--- src/rtl/elev_pkg.sv ---
// Shared types for the elevator car controller: request codes, FSM states,
// floor type and the request-code-to-floor decode.
package elev_pkg;

  localparam logic [2:0] REQ_NONE = 3'b000;
  localparam logic [2:0] REQ_1U   = 3'b001;
  localparam logic [2:0] REQ_2U   = 3'b010;
  localparam logic [2:0] REQ_3U   = 3'b011;
  localparam logic [2:0] REQ_4D   = 3'b100;
  localparam logic [2:0] REQ_BAD  = 3'b101;
  localparam logic [2:0] REQ_2D   = 3'b110;
  localparam logic [2:0] REQ_3D   = 3'b111;

  typedef logic [1:0] floor_t;

  typedef enum logic [2:0] {
    IDLE,
    GRANT,
    CAPTURE,
    MOVE,
    DOOR_OPEN,
    DOOR_CLOSE
  } state_t;

  function automatic logic req_valid(input logic [2:0] code);
    return (code != REQ_NONE) && (code != REQ_BAD);
  endfunction

  function automatic floor_t code_to_floor(input logic [2:0] code);
    floor_t f;
    case (code)
      REQ_1U:         f = 2'd0;
      REQ_2U, REQ_2D: f = 2'd1;
      REQ_3U, REQ_3D: f = 2'd2;
      REQ_4D:         f = 2'd3;
      default:        f = 2'd0;
    endcase
    return f;
  endfunction

endpackage

--- src/rtl/elev_car_ctrl_if.sv ---
// Request-buffer / car-status bundle between the hall-call side and the car controller.
interface elev_car_ctrl_if;
  import elev_pkg::*;

  logic       q_empty;
  logic [2:0] req;
  logic       door_obst;
  logic       done;
  floor_t     floor;
  logic       motor_up;
  logic       motor_dn;
  logic       door_open;
  logic       dir_ind;

  modport master (
    output q_empty, req, door_obst,
    input  done, floor, motor_up, motor_dn, door_open, dir_ind
  );

  modport slave (
    input  q_empty, req, door_obst,
    output done, floor, motor_up, motor_dn, door_open, dir_ind
  );

endinterface

--- src/rtl/elev_tick_timer.sv ---
// Loadable down-counter that parks at zero; expire flags the zero count so the
// owner can act on the cycle the count runs out.
module elev_tick_timer #(
  parameter int CNT_W = 8
) (
  input  logic             clk,
  input  logic             rst_n,
  input  logic             load,
  input  logic [CNT_W-1:0] load_val,
  output logic             expire
);

  logic [CNT_W-1:0] count_reg;

  always_ff @(posedge clk) begin
    if (!rst_n) begin
      count_reg <= '0;
    end else if (load) begin
      count_reg <= load_val;
    end else if (count_reg != '0) begin
      count_reg <= count_reg - CNT_W'(1);
    end
  end

  assign expire = (count_reg == '0);

endmodule

--- src/rtl/elev_car_ctrl.sv ---
// Car motion/door controller: pulls one request, drives floor by floor, runs the door cycle.
// Optional door re-open on obstruction is enabled by defining ELEV_DOOR_REOPEN_EN.
module elev_car_ctrl
  import elev_pkg::*;
#(
  parameter int FLOOR_TICKS = 8,
  parameter int DOOR_TICKS  = 4,
  parameter int CNT_W       = 8
) (
  input logic           clk,
  input logic           rst_n,
  elev_car_ctrl_if.slave bus
);

  localparam logic [CNT_W-1:0] FLOOR_LOAD = CNT_W'(FLOOR_TICKS - 1);
  localparam logic [CNT_W-1:0] DOOR_LOAD  = CNT_W'(DOOR_TICKS - 1);

  state_t     state_reg, state_next;
  floor_t     floor_reg, floor_next;
  floor_t     target_reg, target_next;
  logic       done_reg, done_next;
  logic       up_reg, up_next;
  logic       dn_reg, dn_next;
  logic       door_reg, door_next;
  logic       dir_reg, dir_next;

  logic             timer_load;
  logic [CNT_W-1:0] timer_val;
  logic             timer_expire;
  logic             obst_hit;
  floor_t           cap_floor;
  floor_t           step_floor;

`ifdef ELEV_DOOR_REOPEN_EN
  assign obst_hit = bus.door_obst;
`else
  logic unused_door_obst;
  assign obst_hit         = 1'b0;
  assign unused_door_obst = bus.door_obst;
`endif

  elev_tick_timer #(.CNT_W(CNT_W)) u_timer (
    .clk      (clk),
    .rst_n    (rst_n),
    .load     (timer_load),
    .load_val (timer_val),
    .expire   (timer_expire)
  );

  always_ff @(posedge clk) begin
    if (!rst_n) begin
      state_reg  <= IDLE;
      floor_reg  <= '0;
      target_reg <= '0;
      done_reg   <= 1'b0;
      up_reg     <= 1'b0;
      dn_reg     <= 1'b0;
      door_reg   <= 1'b0;
      dir_reg    <= 1'b0;
    end else begin
      state_reg  <= state_next;
      floor_reg  <= floor_next;
      target_reg <= target_next;
      done_reg   <= done_next;
      up_reg     <= up_next;
      dn_reg     <= dn_next;
      door_reg   <= door_next;
      dir_reg    <= dir_next;
    end
  end

  always_comb begin
    state_next  = state_reg;
    floor_next  = floor_reg;
    target_next = target_reg;
    done_next   = 1'b0;
    up_next     = up_reg;
    dn_next     = dn_reg;
    door_next   = door_reg;
    dir_next    = dir_reg;
    timer_load  = 1'b0;
    timer_val   = FLOOR_LOAD;
    cap_floor   = code_to_floor(bus.req);
    step_floor  = floor_reg;

    case (state_reg)
      IDLE: begin
        if (!bus.q_empty) begin
          state_next = GRANT;
          done_next  = 1'b1;
        end
      end
      GRANT: begin
        state_next = CAPTURE;
      end
      CAPTURE: begin
        if (req_valid(bus.req)) begin
          target_next = cap_floor;
          dir_next    = bus.req[2];
          timer_load  = 1'b1;
          if (cap_floor > floor_reg) begin
            state_next = MOVE;
            up_next    = 1'b1;
          end else if (cap_floor < floor_reg) begin
            state_next = MOVE;
            dn_next    = 1'b1;
          end else begin
            state_next = DOOR_OPEN;
            door_next  = 1'b1;
            timer_val  = DOOR_LOAD;
          end
        end else begin
          state_next = IDLE;
        end
      end
      MOVE: begin
        if (timer_expire) begin
          // Saturate at the shaft ends even though a legal target never asks past them.
          if (up_reg) begin
            step_floor = (floor_reg == 2'd3) ? floor_reg : floor_reg + 2'd1;
          end else begin
            step_floor = (floor_reg == 2'd0) ? floor_reg : floor_reg - 2'd1;
          end
          floor_next = step_floor;
          timer_load = 1'b1;
          if (step_floor == target_reg) begin
            state_next = DOOR_OPEN;
            up_next    = 1'b0;
            dn_next    = 1'b0;
            door_next  = 1'b1;
            timer_val  = DOOR_LOAD;
          end
        end
      end
      DOOR_OPEN: begin
        if (obst_hit) begin
          timer_load = 1'b1;
          timer_val  = DOOR_LOAD;
        end else if (timer_expire) begin
          state_next = DOOR_CLOSE;
          door_next  = 1'b0;
          timer_load = 1'b1;
          timer_val  = DOOR_LOAD;
        end
      end
      DOOR_CLOSE: begin
        if (obst_hit) begin
          state_next = DOOR_OPEN;
          door_next  = 1'b1;
          timer_load = 1'b1;
          timer_val  = DOOR_LOAD;
        end else if (timer_expire) begin
          state_next = IDLE;
        end
      end
      default: begin
        state_next = IDLE;
      end
    endcase
  end

  assign bus.done      = done_reg;
  assign bus.floor     = floor_reg;
  assign bus.motor_up  = up_reg;
  assign bus.motor_dn  = dn_reg;
  assign bus.door_open = door_reg;
  assign bus.dir_ind   = dir_reg;

endmodule

--- src/flat_wrapper.sv ---
// flat-port wrapper written by rule: the top's interface ports become plain ports
module elev_car_ctrl_flat import elev_pkg::*;
#(
  parameter int FLOOR_TICKS = 8,
  parameter int DOOR_TICKS  = 4,
  parameter int CNT_W       = 8
)
  (clk, rst_n, bus_q_empty, bus_req, bus_door_obst, bus_done, bus_floor, bus_motor_up, bus_motor_dn, bus_door_open, bus_dir_ind);
  elev_car_ctrl_if bus_i ();
  input logic clk;
  input logic rst_n;
  input wire logic [$bits(bus_i.q_empty)-1:0] bus_q_empty;
  input wire logic [$bits(bus_i.req)-1:0] bus_req;
  input wire logic [$bits(bus_i.door_obst)-1:0] bus_door_obst;
  output wire logic [$bits(bus_i.done)-1:0] bus_done;
  output wire logic [$bits(bus_i.floor)-1:0] bus_floor;
  output wire logic [$bits(bus_i.motor_up)-1:0] bus_motor_up;
  output wire logic [$bits(bus_i.motor_dn)-1:0] bus_motor_dn;
  output wire logic [$bits(bus_i.door_open)-1:0] bus_door_open;
  output wire logic [$bits(bus_i.dir_ind)-1:0] bus_dir_ind;
  assign bus_i.q_empty = bus_q_empty;
  assign bus_i.req = bus_req;
  assign bus_i.door_obst = bus_door_obst;
  assign bus_done = bus_i.done;
  assign bus_floor = bus_i.floor;
  assign bus_motor_up = bus_i.motor_up;
  assign bus_motor_dn = bus_i.motor_dn;
  assign bus_door_open = bus_i.door_open;
  assign bus_dir_ind = bus_i.dir_ind;
  elev_car_ctrl #(.FLOOR_TICKS(FLOOR_TICKS), .DOOR_TICKS(DOOR_TICKS), .CNT_W(CNT_W)) u_core (.clk(clk), .rst_n(rst_n), .bus(bus_i));
endmodule
--- config.mk ---
export PLATFORM = sky130hd
export DESIGN_NAME = elev_car_ctrl_flat
export DESIGN_NICKNAME = d
export VERILOG_FILES = /design/src/rtl/elev_pkg.sv /design/src/rtl/elev_car_ctrl_if.sv /design/src/rtl/elev_tick_timer.sv /design/src/rtl/elev_car_ctrl.sv /design/src/flat_wrapper.sv
export SDC_FILE = /design/constraint.sdc
export NUM_CORES = 1
export LEC_CHECK = 0
export BUFFER_PORTS_ARGS = -buffer_cell sky130_fd_sc_hd__buf_2
export CAP_MARGIN = 20
export CORE_AREA = 2 2 52 54
export CTS_BUF_LIST = sky130_fd_sc_hd__clkbuf_4 sky130_fd_sc_hd__clkbuf_8
export CTS_CLUSTER_DIAMETER = 80
export DETAILED_ROUTE_END_ITERATION = 8
export DIE_AREA = 0 0 54 56
export PLACE_DENSITY = 0.71
export RECOVER_POWER = 50
export SLEW_MARGIN = 15
export SYNTH_ARGS = -nofsm -noshare
export SYNTH_HDL_FRONTEND = slang
export SYNTH_SLANG_ARGS = --single-unit
--- constraint.sdc ---
create_clock -name clk -period 1.85 [get_ports clk]
set_input_delay 0.4625 -clock clk [delete_from_list [all_inputs] [get_ports clk]]
set_output_delay 0.4625 -clock clk [all_outputs]
set_load 0.01 [all_outputs]
Word-level counts from Yosys, hierarchy flattened
Index checks and enable logic that the tools add are counted.
Widths: inputs -> output; s select.
- register bits after elaboration: 20
- input port bits: 7
- output and inout bits: 7
- word-level logic and storage cells: 100
- add/subtract/negate cells: 3
- magnitude comparators: 2
- equal/unequal tests: 23
- multiplexer cells: 44
- reduce and logical (&&, ||, !) cells: 19
- operator list (operator ; number):
    $mux 8 ; 5
    $mux 3 ; 11
    $pmux 8 s3 ; 1
    $pmux 3 s6 ; 1
    $mux 1 ; 16
    $eq 3x3->1 const B ; 5
    $ne 2x1->1 const B ; 7
    $eq 3x2->1 const B ; 4
    $mux 2 ; 5
    $reduce_and 5->1 ; 2
    $logic_not 8->1 ; 1
    $reduce_bool 8->1 ; 1
    $sub 8x1->8 const B ; 1
    $reduce_and 7->1 ; 1
    $ne 2x2->1 const B ; 3
    $pmux 1 s2 ; 3
    $pmux 2 s3 ; 1
    $reduce_and 2->1 ; 3
    $reduce_and 6->1 ; 1
    $reduce_bool 3->1 ; 2
    $reduce_or 2->1 ; 3
    $reduce_bool 2->1 ; 2
    $eq 3x1->1 const B ; 1
    $logic_not 3->1 ; 1
    10 further kinds ; 10

Depth between registers and ports, before layout
Gate-level depths: netlist (run 1).
- depth in word-level cells: 10
- gate-level depth with buffers: 7
- depth with buffers taken out: 7

Modules after synthesis
Synthesis (run 1) repeated with hierarchy kept, for this count alone.
- cell total of the unflattened synthesis: 146
- area, all modules: 1217.4 um^2
- modules (own cells, without submodules) (module ; times used ; cells each ; area an instance (um^2) ; sequential area each (um^2)):
    elev_car_ctrl ; 1 ; 95 ; 759.5 ; 240.2
    elev_tick_timer ; 1 ; 51 ; 457.9 ; 160.2

Worst setup path before layout (run 1)
No wires, ideal clock.
- path type: input port to flip-flop
- start point: input port bus_req[0]
- end point: register u_core.state_reg[1]
- setup time: 81 ps
- data arrival time: 1683 ps
- required time: 1769 ps
- setup slack: 86 ps
- cell stages on the path: 7
- buffers on the path: 0
- cell sequence: nand2b_1 > o21ai_0 > ha_1 > nand2_1 > o221ai_1 > a211o_1 > a41oi_1
- cells in the longest elaborated chain, start to end: 8
- elaborated cells between the ends (all ways): 17
- those cells by class: order compare (2); eq/ne (6); mux (5); reduce/logical (4)
- RTL lines (what ; RTL line ; source):
    from (decl) ; flat_wrapper.sv:13 ; input wire logic [$bits(bus_i.req)-1:0] bus_req;
    $eq 3x2->1 or $eq 3x3->1 (tied branches) ; elev_pkg.sv:31 ; case (code)
    $reduce_or 2->1 ; elev_pkg.sv:31 ;
    $pmux 2 s3 * ; elev_pkg.sv:31 ;
    via u_core.cap_floor[1] ; elev_car_ctrl.sv:31 ; floor_t cap_floor;
    $lt 2x2->1 ; elev_car_ctrl.sv:104 ; end else if (cap_floor < floor_reg) begin
    $mux 3 ; elev_car_ctrl.sv:104 ;
    $mux 3 * ; elev_car_ctrl.sv:101 ; if (cap_floor > floor_reg) begin
    $mux 3 * ; elev_car_ctrl.sv:97 ; if (req_valid(bus.req)) begin
    $pmux 3 s6 * ; elev_car_ctrl.sv:86 ; case (state_reg)
    to (signal assigned) ; elev_car_ctrl.sv:61 ; state_reg <= state_next;
    to (decl) ; elev_car_ctrl.sv:18 ; state_t state_reg, state_next;
Mark *: on every way through the listed nets, which the timed path passes. The rest lies on a longest branch.
A chain may end at the register's enable or synchronous reset.

Final worst setup path (run 1)
- start point: register u_core.u_timer.count_reg[0]
- end point: register u_core.door_reg, in the netlist u_core.bus.door_open
- cells in the longest elaborated chain, start to end: 3
- elaborated cells between the ends (all ways): 4
- those cells by class: eq/ne (2); reduce/logical (2)
- RTL lines (what ; RTL line ; source):
    from (decl) ; elev_tick_timer.sv:13 ; logic [CNT_W-1:0] count_reg;
    from (signal assigned) ; elev_tick_timer.sv:19 ; count_reg <= load_val;
    from (signal assigned) ; elev_tick_timer.sv:21 ; count_reg <= count_reg - CNT_W'(1);
    $logic_not 8->1 * ; elev_tick_timer.sv:25 ; assign expire = (count_reg == '0);
    $ne 2x1->1 (no source line) ; - ;
    $reduce_and 7->1 (no source line) * ; - ;
    to (signal assigned) ; elev_car_ctrl.sv:67 ; door_reg <= door_next;
    to (decl) ; elev_car_ctrl.sv:24 ; logic door_reg, door_next;
Every way passes the cells marked *; elsewhere a longest branch is shown, timed or not.

==> out/metrics.yaml, run 1 <==
worst_setup_path:
  cp.required_ns: 2.12
  worstPathMaxFanout: 4
  cp-startpoint: "u_core.u_timer.count_reg[0]"
  crit_type: "register to register"
  worstSetupStartpointType: "register"
  cp-endpoint: "u_core.bus.door_open"
  r2r-end: "u_core.bus.door_open"
  ff2ff_setup_slack_ns: 0.08
  r2r_cells: 6
  worstPathArrival_ns: 2.04
  end_kind: "register"
  r2r_start: "u_core.u_timer.count_reg[0]"
logic_synthesis:
  synth_warnings: 0
  synth_commonest_cells: "dfxtp_1 (20), nor2_1 (13), nand2_1 (7), o21ai_0 (7)"
  synthFlopType: "dfxtp_1"
  ys_types: 48
  synth-edff-count: 0
  synthArstFlopShare_pct: 0
  synth_area_per_cell_um2: 8.60
  synth_area_leaders: "dfxtp_1 (34%), ha_1 (4.2%), nor2_1 (4.1%)"
  syn_inst: 137
  ys_seq_area_share_pct: 34.0
  synth_top_area_share_pct: 34.0
  synth.most_common_cell: "dfxtp_1"
  synth_top_area_cell: "dfxtp_1"
  syn_area_mm2: 0.00118
  ys_ff_latch: 20
  syn_nets: 148
routing:
  wirelength_um: 2670
  drc: 0
  first_pass_iters: 4
  routed_via_density: 5.74
  vias: 1114
  wl_per_cell_um: 13.8
  detail-route-antenna-nets: 0
  drt-initial-drc-count: 23
clock_network:
  clkTransAtPathRegs_ns: 0.12
  cts_tree: "built"
  numCtsBuffers: 3
  clock_latency_ns: 0.32
  root_buffer: "clkbuf_4"
  cts_sinks: 20
  cts_max_level: 1
  cts_setup_buffers: 0
  cts.path.max_buffers: 2
  ctsHoldBuffers: 0
  cts_resized: 0
pwr:
  seqPwrFrac_pct: 33.7
  power_density_mw_per_mm2: 1420
  leakage_nw: 0.570
  swShare_pct: 40.6
  max-vdd-ir-drop_mv: 0.985
  p_switching_w: 0.000820
  p_comb_share_pct: 52.9
  internal-power_w: 0.00120
  clockPowerShare_pct: 13.4
  p_total_w: 0.00202
worst_hold_path:
  hold_path_class: "primary input to register"
global_routing:
  grt-ovfl-total: 0
  antenna_found_initial: 0
  grt_pass1_wl_um: 4440
  grt_max_degree: 12
  first_global_vias: 1045
  track_usage_pct: 19.8
timing:
  max_freq_ghz: 0.566
  max_slew.worst_pin.slew_ns: 0.478
  fin_crit_ns: 1.77
  period_share_pct: 95.6
  final-setup-viol-count: 0
  timing.slew.headroom_pct: 67.8
  rsz0062_at_grt: "false"
  hold_viol_final: 0
  fin_skew_ns: 0.00191
  timing.setup.tns_ns: 0
  slew_viol_final: 0
cells_and_area:
  nFillCells: 228
  syn_to_final_growth_pct: 20.4
  drive_gt1_share_pct: 23.2
  fin_cells: 194
  largest_reg_flops: 8
  nets: 176
  diodes: 0
place:
  gp_congestion: 0.881
  io_buffers: 12
  dp_cells: 190
  dp_hpwl_um: 2030
floorplanning:
  dieArea_mm2: 0.00302
  coreArea_mm2: 0.00243
  fp.dieW_um: 54
  die_h_um: 56
  ios: 14
  start_util_pct: 48.5
  rows: 18
status:
  outcome: "completed"
flow_run:
  drv_cap: 0
stage by stage:
stage               utilization (%)  hold WS [ns]  cell area (um2)  setup slack, ns
finish                         58.3         0.310             1420           0.0821
global route                   58.3         0.301             1420          0.00134
CTS                            57.6         0.316             1400           0.0121
detailed placement             56.1         0.484             1370           -0.200
global placement               56.1         0.477             1370           -0.155
floorplan                         -         0.461             1180           0.0860
worst min-delay path by stage:
stage,endpoint,cells past startpoint,from
3_5_place_dp,u_core.bus.dir_ind,2,u_core.bus.dir_ind
6_report,u_core.bus.done,2,bus_q_empty
4_1_cts,u_core.bus.done,2,bus_q_empty
2_1_floorplan,u_core.target_reg[0],2,u_core.target_reg[0]
5_1_grt,u_core.bus.done,2,bus_q_empty
3_3_place_gp,u_core.bus.dir_ind,2,u_core.bus.dir_ind
final cells by class:
class	instances	area (um2)	share of cell area, %
flip-flops and latches	20	404	28.5
inverters	6	22.5	1.59
multi-input cells	109	771	54.3
clock buffers	4	36.3	2.56
repair buffers	25	148	10.4
well taps	30	37.5	2.65
cells in the final DEF (no fill, tap or decap), types with 2 or more instances in the layout:
master	netlist	final
a211oi_1	2	2
nand2b_1	6	6
or4_1	2	2
inv_2	0	2
mux2i_1	3	3
o22ai_1	3	3
nand4_1	2	2
a211o_1	2	2
nand2_1	7	7
clkbuf_1	1	6
clkbuf_4	0	3
and2_1	5	5
buf_4	0	12
nor2b_1	4	4
dfxtp_1	20	17
o21a_1	2	2
nand3_1	3	3
o221a_2	2	2
o21ai_0	7	8
inv_1	6	4
dfxtp_2	0	3
nor3_1	3	3
or3b_2	2	2
xor2_1	5	5
nor2_1	13	13
ha_1	4	3
and3b_1	2	2
a21oi_1	6	6
buf_2	1	7
critical path: stages, from the launching register on:
cell and delay, ns:
dfxtp_2 0.35, inv_2 0.08, ha_4 0.14, or3b_2 0.45, a211o_1 0.32, a22oi_2 0.18, o221a_1 0.21
routing by layer:
layer	part of all wire (%)	vias up	GRT usage [%]
met2	48	21	31.5
li1	-	564	-
met3	3.1	9	3.23
met5	0	-	0
met1	46	520	25.5
met4	2.2	0	8.93
power by group through the flow:
stage | combinational, W | clock (W) | sequential (W)
2_1_floorplan | 0.000725 | 0 | 0.000660
3_3_place_gp | 0.00101 | 0 | 0.000660
3_5_place_dp | 0.00103 | 0 | 0.000671
4_1_cts | 0.00103 | 0.000272 | 0.000660
5_1_grt | 0.00119 | 0.000298 | 0.000696
6_report | 0.00107 | 0.000271 | 0.000681
cell families (layout without fill, tap and decap cells):
kind of cell | after synthesis | after routing | synth area share (%)
mux | 4 | 4 | 3.50
buf+inv | 8 | 35 | 2.65
compound gates | 37 | 37 | 22.4
fa+ha+maj | 4 | 4 | 4.25
xor+xnor | 6 | 6 | 4.46
flops | 20 | 20 | 34.0
simple gates | 58 | 58 | 28.8
Note: power is estimated with default switching activity, not from simulation.
==> run 2: changes to the inputs <==
--- a/config.mk
+++ b/config.mk
@@ -5,16 +5,16 @@
 export SDC_FILE = /design/constraint.sdc
 export NUM_CORES = 1
 export LEC_CHECK = 0
-export BUFFER_PORTS_ARGS = -buffer_cell sky130_fd_sc_hd__buf_2
 export CAP_MARGIN = 20
-export CORE_AREA = 2 2 52 54
+export CORE_AREA = 2 2 53 55
 export CTS_BUF_LIST = sky130_fd_sc_hd__clkbuf_4 sky130_fd_sc_hd__clkbuf_8
 export CTS_CLUSTER_DIAMETER = 80
 export DETAILED_ROUTE_END_ITERATION = 8
-export DIE_AREA = 0 0 54 56
-export PLACE_DENSITY = 0.71
+export DIE_AREA = 0 0 55 57
+export DONT_BUFFER_PORTS = 1
 export RECOVER_POWER = 50
 export SLEW_MARGIN = 15
 export SYNTH_ARGS = -nofsm -noshare
 export SYNTH_HDL_FRONTEND = slang
+export SYNTH_HIERARCHICAL = 1
 export SYNTH_SLANG_ARGS = --single-unit
==> run 2 against run 1 <==
Wire length decreased by 5.9%. Clock-buffer cell count unchanged. Utilization is 5.5 points lower. Worst setup slack improved by 0.045 ns. Clock skew up 0.0031 ns. Synthesized cell count grew 6.6%. Register-to-register slack improved by 0.05 ns. First-iteration DRC count decreased by 13%. Cell area fell by 2.6%. Synthesized area increased by 3.3%. Combinational power shrank 29%. Die area is 3.7% higher. Critical path type unchanged. Critical endpoint is now u_core/state_reg[0].
==> out/metrics.yaml, run 2 <==
status:
  outcome: "completed"
logic_synthesis:
  ys_seq_area_share_pct: 32.9  # -1.1 points
  synth_area_per_cell_um2: 8.34  # -3.1%
  synth_commonest_cells: "dfxtp_1 (20), nor2_1 (12), o21ai_0 (12)"
  synthFlopType: "dfxtp_1"
  synth_top_area_cell: "dfxtp_1"
  synth-edff-count: 0  # unchanged
  ys_ff_latch: 20  # unchanged
  synth.most_common_cell: "dfxtp_1"
  syn_area_mm2: 0.00122  # +3.3%
  synth_area_leaders: "dfxtp_1 (33%), o21ai_0 (4.9%), nor2_1 (3.7%)"
  ys_types: 48  # unchanged
  syn_inst: 146  # +6.6%
  synthArstFlopShare_pct: 0  # unchanged
  synth_warnings: 6  # +6
  synth_top_area_share_pct: 32.9  # -1.1 points
worst_hold_path:
  holdPathEnd: "u_core/bus.done"
  hold_path_class: "primary input to register"
  min_path_cells: 1  # -1
  worstHoldStart: "bus_q_empty"
timing:
  fin_crit_ns: 1.72  # -0.0451 ns
  final-setup-viol-count: 0  # unchanged
  hold_viol_final: 0  # unchanged
  fin_skew_ns: 0.00497  # +0.00306 ns
  worst_hold_slack_ns: 0.236  # -0.0731 ns
  rsz0062_at_grt: "false"
  slew_viol_final: 0  # unchanged
  max_freq_ghz: 0.580  # +2.6%
  period_share_pct: 93.1  # -2.4 points
  timing.setup.tns_ns: 0  # unchanged
routing:
  vias: 1068  # -4.1%
  detail-route-antenna-nets: 0  # unchanged
  wl_per_cell_um: 13.1  # -4.9%
  wirelength_um: 2510  # -5.9%
  drt-initial-drc-count: 20  # -13%
  first_pass_iters: 4  # unchanged
  drc: 0  # unchanged
  routed_via_density: 5.56  # -3.1%
place:
  io_buffers: 0  # -12
  dp_hpwl_um: 1910  # -6.1%
  gp_congestion: 0.797  # -9.5%
pwr:
  p_comb_share_pct: 45.9  # -7.0 points
  seqPwrFrac_pct: 38.8  # +5.1 points
  swShare_pct: 37.1  # -3.5 points
  max-vdd-ir-drop_mv: 0.627  # -36%
  leakage_nw: 0.527  # -7.7%
  p_switching_w: 0.000616  # -25%
  power_density_mw_per_mm2: 1200  # -16%
  clockPowerShare_pct: 15.3  # +1.9 points
  internal-power_w: 0.00105  # -13%
global_routing:
  first_global_vias: 1047  # +0.19%
  grt_pass1_wl_um: 4330  # -2.6%
  grt_max_degree: 16  # +4
  track_usage_pct: 18.1  # -1.7 points
  grt-ovfl-total: 0  # unchanged
  antenna_found_initial: 0  # unchanged
cells_and_area:
  largest_reg_flops: 8  # unchanged
  finalCoreUtilization_pct: 52.9  # -5.5 points
  final_cell_mix: "dfxtp_1 (16), nor2_1 (12), nand2_1 (11)"
  final_common_cell: "dfxtp_1"
  drive_gt1_share_pct: 19.9  # -3.3 points
  nFillCells: 254  # +11%
  syn_to_final_growth_pct: 13.6
  nets: 172  # -2.3%
  diodes: 0  # unchanged
  multi_input_area_um2: 790  # +2.4%
  seqCellArea_um2: 405  # +0.31%
clock_network:
  cts_sinks: 20  # unchanged
  cts_tree: "built"
  clkTransAtPathRegs_ns: 0.12  # about the same
  numCtsBuffers: 3  # unchanged
  root_buffer: "clkbuf_4"
  cts_max_level: 1  # unchanged
  cts.path.max_buffers: 2  # unchanged
  clock_latency_ns: 0.29  # -0.03 ns
  ctsHoldBuffers: 0  # unchanged
worst_setup_path:
  ff2ff_setup_slack_ns: 0.13  # +0.05 ns
  end_kind: "register"
  r2r_start: "u_core/u_timer/count_reg[1]"
  r2r-end: "u_core/state_reg[0]"
  worstSetupStartpointType: "register"
  worstPathArrival_ns: 1.94  # -0.10 ns
  crit_type: "register to register"
  cp.required_ns: 2.06  # -0.06 ns
  r2r_cells: 8  # +2
  cp-startpoint: "u_core/u_timer/count_reg[1]"
  worstPathMaxFanout: 4  # unchanged
floorplanning:
  dieArea_mm2: 0.00314  # +3.7%
  coreArea_mm2: 0.00262  # +7.5%
  die_h_um: 57  # +1.8%
  start_util_pct: 46.6  # -1.9 points
  ios: 14  # unchanged
  rows: 19  # +1
  fp.dieW_um: 55  # +1.9%
flow_run:
  drv_cap: 0  # unchanged
## run 2: worst max-delay path: stages, from the launching register on
cell and delay, ns:
dfxtp_2 0.35, inv_1 0.05, ha_1 0.19, and4bb_2 0.26, buf_4 0.14, nand2b_2 0.20
a21oi_2 0.16, nor2_1 0.06, a221oi_2 0.23
## run 2: logic make-up (layout without fill, tap and decap cells)
family / count (synthesis) / after routing / synth area share, %
compound gates: 45 / 45 / 25.7
xor+xnor: 6 / 6 / 4.32
fa+ha+maj: 3 / 3 / 3.08
buf+inv: 15 / 25 / 5.45
flops: 20 / 20 / 32.9
mux: 2 / 2 / 1.64
other cells: 2 / 7 / 0.617
simple gates: 53 / 53 / 26.3
## run 2: worst max path at each step
stage / endpoint / depth (start not counted) / slack (ns)
3_5_place_dp: u_core/state_reg[0] / 7 / 0.02
4_1_cts: u_core/u_timer/count_reg[4] / 8 / 0.02
6_report: u_core/state_reg[0] / 8 / 0.13
2_1_floorplan: u_core/u_timer/count_reg[7] / 8 / 0.004
3_3_place_gp: u_core/state_reg[0] / 7 / 0.05
5_1_grt: u_core/state_reg[0] / 8 / 0.0006
## run 2: layout make-up
| cell class | count | share of cell area, % |
|---|---|---|
| clock buffers | 4 | 2.62 |
| inverters | 11 | 2.99 |
| multi-input cells | 116 | 57.1 |
| flip-flops and latches | 20 | 29.3 |
| well taps | 31 | 2.81 |
| repair buffers | 10 | 5.16 |
## run 2: power groups by stage
| stage | Clock, W | Sequential, W | Combinational [W] |
|---|---|---|---|
| 2_1_floorplan | 0 | 0.000618 | 0.000586 |
| 3_3_place_gp | 0 | 0.000647 | 0.000721 |
| 3_5_place_dp | 0 | 0.000650 | 0.000739 |
| 4_1_cts | 0.000265 | 0.000641 | 0.000744 |
| 5_1_grt | 0.000276 | 0.000659 | 0.000852 |
| 6_report | 0.000255 | 0.000645 | 0.000763 |
## run 2: per-stage QoR
stage,setup WS (ns),cells,area [um2],power (W)
after floorplan,0.00380,151,1240,0.00120
after global placement,0.0482,187,1330,0.00137
after detailed placement,0.0220,187,1330,0.00139
after CTS,0.0199,191,1360,0.00165
after global routing,0.000574,192,1380,0.00179
final,0.127,192,1380,0.00166
## run 2: metal layers
layer / vias to the layer above / track usage (%) / routed length [um]
li1: 556 / - / -
met1: 503 / 23.1 / 1220
met2: 7 / 30.6 / 1220
met3: 2 / 2.88 / 49
met4: 0 / 5.57 / 17
met5: - / 0 / 0
## run 2: timing repair
item | CTS | global route
resized for setup | 0 | 10
buffers inserted | 0 | 1
endpoints found under the setup margin | 0 | 11
